===== config.mk =====
export PLATFORM = sky130hd
export DESIGN_NAME = rf_write_arbiter
export DESIGN_NICKNAME = d
export VERILOG_FILES = /design/src/rtl/rf_write_arbiter.sv
export SDC_FILE = /design/constraint.sdc
export NUM_CORES = 1
export LEC_CHECK = 0
export ABC_AREA = 1
export ABC_CLOCK_PERIOD_IN_PS = 4410
export BUFFER_PORTS_ARGS = -buffer_cell sky130_fd_sc_hd__buf_2
export CAP_MARGIN = 20
export CORE_UTILIZATION = 33
export DETAILED_ROUTE_END_ITERATION = 8
export PLACE_DENSITY = 0.86
export SLEW_MARGIN = 10
export SYNTH_ARGS = -nofsm -noshare
export SYNTH_HDL_FRONTEND = slang
export SYNTH_SLANG_ARGS = --single-unit
export TNS_END_PERCENT = 1

===== constraint.sdc =====
create_clock -name clk -period 4.41 [get_ports clk]
set_input_delay 0.882 -clock clk [delete_from_list [all_inputs] [get_ports clk]]
set_output_delay 0.882 -clock clk [all_outputs]
set_load 0.005 [all_outputs]

===== src/rtl/rf_write_arbiter.sv =====
// Two-requester register-file write-port arbiter with anti-starvation for B.
// Optional pending-write scoreboard (busy) when RF_ARB_SCOREBOARD_EN is defined.
module rf_write_arbiter #(
  parameter int unsigned STARVE_LIMIT = 4
) (
  input  logic        clk,
  input  logic        rst,
  input  logic        a_valid,
  input  logic [4:0]  a_rd,
  input  logic [31:0] a_wd,
  output logic        a_ready,
  input  logic        b_valid,
  input  logic [4:0]  b_rd,
  input  logic [31:0] b_wd,
  output logic        b_ready,
  output logic        rf_we,
  output logic [4:0]  rf_rd,
  output logic [31:0] rf_wd,
  input  logic        alloc_valid,
  input  logic [4:0]  alloc_rd,
  output logic [31:0] busy
);

  localparam logic [3:0] LIMIT = 4'(STARVE_LIMIT);

  logic [3:0] r_starve_cnt;
  logic       w_force_b;
  logic       w_grant_a;
  logic       w_grant_b;

  // Handshake: a transfer on X happens in any cycle with X_valid && X_ready;
  // ready is a same-cycle function of valid and never rises without valid.
  assign w_force_b = b_valid && (r_starve_cnt == LIMIT);
  assign w_grant_a = !rst && a_valid && !w_force_b;
  assign w_grant_b = !rst && b_valid && (!a_valid || w_force_b);

  assign a_ready = w_grant_a;
  assign b_ready = w_grant_b;

  always_comb begin
    rf_we = 1'b0;
    rf_rd = '0;
    rf_wd = '0;
    if (w_grant_a) begin
      rf_we = (a_rd != 5'd0);
      rf_rd = a_rd;
      rf_wd = a_wd;
    end else if (w_grant_b) begin
      rf_we = (b_rd != 5'd0);
      rf_rd = b_rd;
      rf_wd = b_wd;
    end
  end

  // Counts cycles B waits while requesting; any idle or served cycle resets it.
  always_ff @(posedge clk) begin
    if (rst) begin
      r_starve_cnt <= '0;
    end else if (b_valid && !w_grant_b) begin
      if (r_starve_cnt != LIMIT) r_starve_cnt <= r_starve_cnt + 4'd1;
    end else begin
      r_starve_cnt <= '0;
    end
  end

`ifdef RF_ARB_SCOREBOARD_EN
  logic [31:0] r_busy;
  logic [31:0] w_set;
  logic [31:0] w_clr;

  assign w_set = alloc_valid ? (32'd1 << alloc_rd) : 32'd0;
  assign w_clr = w_grant_b ? (32'd1 << b_rd) : 32'd0;

  // Set is applied after clear so a same-cycle alloc wins; bit 0 is never set.
  always_ff @(posedge clk) begin
    if (rst) begin
      r_busy <= '0;
    end else begin
      r_busy <= ((r_busy & ~w_clr) | w_set) & ~32'd1;
    end
  end

  assign busy = r_busy;
`else
  logic w_unused_alloc;
  assign w_unused_alloc = ^{alloc_valid, alloc_rd};
  assign busy = 32'h0;
`endif

endmodule


==> flow_summary.json <==
{
  "start_kind": "input port",
  "cp_slowest_cell": "nor2_2",
  "worstSetupPathType": "input port to primary output",
  "hpwl_um": 2600,
  "final_cell_mix": "buf_2, nand3_1, nand2_1",
  "largest_reg_flops": 4,
  "syn_inst": 202,
  "fin_crit_sh_pct": 72.8,
  "nets": 399,
  "worst_hold_path.endpoint": "r_starve_cnt[3]",
  "die_h_um": 60.3,
  "cts_resized": 0,
  "htree_levels": 1,
  "die_area_sq_mm": 0.00364,
  "wl_per_cell_um": 9.57,
  "crit_required_ps": 3530,
  "p_int_uw": 122,
  "r2r-start": "r_starve_cnt[1]",
  "ir_drop_mv": 0.0587,
  "insertion_delay_ps": 240,
  "gp_congestion": 0.748,
  "io_buffers": 117,
  "final_common_cell": "buf_2",
  "top_register": "r_starve_cnt",
  "cp_num_buf_inv": 4,
  "ctsHoldBuffers": 0,
  "cts_root_buffer": "clkbuf_4",
  "reg2reg_slack_ps": 3240,
  "worst_hold_slack_ps": 484,
  "finalMaxSlewViolations": 0,
  "worstHoldPathCells": 2,
  "grt_max_degree": 41,
  "antenna_found_initial": 0,
  "fmax_mhz": 311,
  "p_comb_share_pct": 57.1,
  "yosysUniqueCellTypes": 17,
  "n_antenna_cell": 0,
  "fp.coreArea_sq_mm": 0.00313,
  "p_leak_uw": 0.00107,
  "report.final.setup_viol": 0,
  "grt_pass1_vias": 1129,
  "min_period_ps": 3210,
  "worst_hold_startpoint": "r_starve_cnt[3]",
  "numCtsBuffers": 3,
  "slowest_delay_ps": 630,
  "seqPwrFrac_pct": 19.3,
  "p_sw_share_pct": 37.0,
  "viasPerCell": 4.58,
  "syn2layout_area_growth_pct": 44.6,
  "r2r_end": "r_starve_cnt[2]",
  "drive_above_1_share_pct": 41.5,
  "drt_iter0_drc": 49,
  "path_cells": "buf_2 -> inv_1 -> nor2_2 -> buf_4 -> nand3_1 -> nand2_1 -> buf_2",
  "dieWidth_um": 60.3,
  "cp-end-kind": "primary output",
  "routed-via-count": 1625,
  "relSlewSlack_pct": 44.3,
  "fin_setup_tns_ps": 0,
  "final_hold_viol_count": 0,
  "nFillCells": 307,
  "reg.largest.list": "r_starve_cnt: 4 flops",
  "grtUsageTotal_pct": 15.9,
  "overflow": 0,
  "grt_pass1_wl_um": 4510,
  "switchingPower_uw": 71.6,
  "rsz0062_at_grt": "false",
  "path_max_fanout": 23,
  "hold_class": "register to register",
  "worst_path_most_repeated_cell": "buf_2",
  "finalWirelength_um": 3400,
  "cts_sinks": 4,
  "status": "complete, no violations",
  "cts_setup_buffers": 0,
  "initial_core_util_pct": 35.9,
  "cts_tree": "built",
  "synth_seq_cells": 4,
  "row_count": 20,
  "p_per_area_mw_per_mm2": 119,
  "seq_area_frac_synth_pct": 7.13,
  "reg2regPathDepth": 5,
  "crit_family": "simple AND/OR/NAND/NOR gates",
  "tightestPinTransition_ps": 835,
  "boundaryPins": 156,
  "avgSynthCellArea_sq_um": 5.56,
  "crit_arrival_ps": 2330,
  "fin_skew_ps": 4.71,
  "syn_area_sq_mm": 0.00112,
  "ant_nets": 0,
  "clockPowerShare_pct": 23.6,
  "drv_cap": 0,
  "drtPass1Iterations": 5,
  "clkTransAtPathRegs_ps": 30,
  "post-route-drc-count": 0,
  "ys_warn_count": 0,
  "clockBufferDepth": 2
}
==> final cells by class <==
class,instances,area (sq um),area share (%)
Inverter,7,26.3,1.62
Clock buffer,3,22.5,1.39
Timing Repair Buffer,123,631,38.9
Tap cell,44,55.1,3.39
Sequential cell,4,80.1,4.93
Multi-Input combinational cell,174,808,49.8
==> metrics by stage <==
stage / setup WS [ps] / utilization [%] / power (uW) / std cells / area [sq um]
2_1_floorplan: 1970 / - / 110 / 233 / 1240
3_3_place_gp: 1160 / 51.2 / 147 / 352 / 1600
3_5_place_dp: 1170 / 51.2 / 148 / 352 / 1600
4_1_cts: 1170 / 51.9 / 196 / 355 / 1620
5_1_grt: 1050 / 51.9 / 212 / 355 / 1620
6_report: 1200 / 51.9 / 193 / 355 / 1620
==> worst max path at each step <==
stage | from | to | slack, ps | cells past startpoint
finish | b_valid | rf_wd[18] | 1200 | 7
global route | b_valid | rf_wd[20] | 1050 | 7
CTS | b_valid | rf_wd[20] | 1170 | 7
detailed placement | b_valid | rf_wd[20] | 1170 | 7
global placement | b_valid | rf_wd[20] | 1160 | 7
floorplan | b_valid | rf_wd[10] | 1970 | 6
==> cells by family after synthesis <==
family / share of synthesized area [%]
fa+ha+maj: 2.23
flops: 7.14
compound gates: 2.01
other cells: 0.334
buf+inv: 31.7
xor+xnor: 0.781
simple gates: 55.9
==> power by group through the flow <==
stage / registers [uW] / logic, uW / clock network, uW
floorplan: 37.7 / 72.0 / 0
global placement: 37.8 / 110 / 0
detailed placement: 37.8 / 111 / 0
CTS: 37.3 / 111 / 47.4
global route: 37.3 / 125 / 49.9
finish: 37.3 / 111 / 45.6
==> worst min-delay path, stage by stage (launching register included) <==
cell	delay, ps
dfxtp_1	310
nand2_1	60
a21oi_1	50
==> cell usage after synthesis <==
| library cell | instances | area share (%) |
|---|---|---|
| xnor2_1 | 1 | 0.78 |
| nand3_1 | 79 | 35 |
| nand4_2 | 1 | 1.1 |
| nand2_1 | 44 | 15 |
| buf_2 | 5 | 2.2 |
| nand4_1 | 2 | 1.1 |
| a21boi_0 | 1 | 0.67 |
| buf_4 | 32 | 21 |
| inv_1 | 7 | 2.3 |
| nand3b_1 | 2 | 1.3 |
| conb_1 | 1 | 0.33 |
| ha_1 | 2 | 2.2 |
| clkbuf_1 | 8 | 2.7 |
| dfxtp_1 | 4 | 7.1 |
| nor2_1 | 7 | 2.3 |
| buf_6 | 3 | 3.0 |
| a21oi_1 | 3 | 1.3 |
==> metal layers <==
layer,wire length (um),vias to the layer above,global-route usage [%]
met1,1340,691,17.2
met4,14,0,4.98
met3,317,2,1.95
met5,0,-,0
li1,-,832,-
met2,1720,100,31.4
No activity file was read; power rests on OpenSTA's default activity.
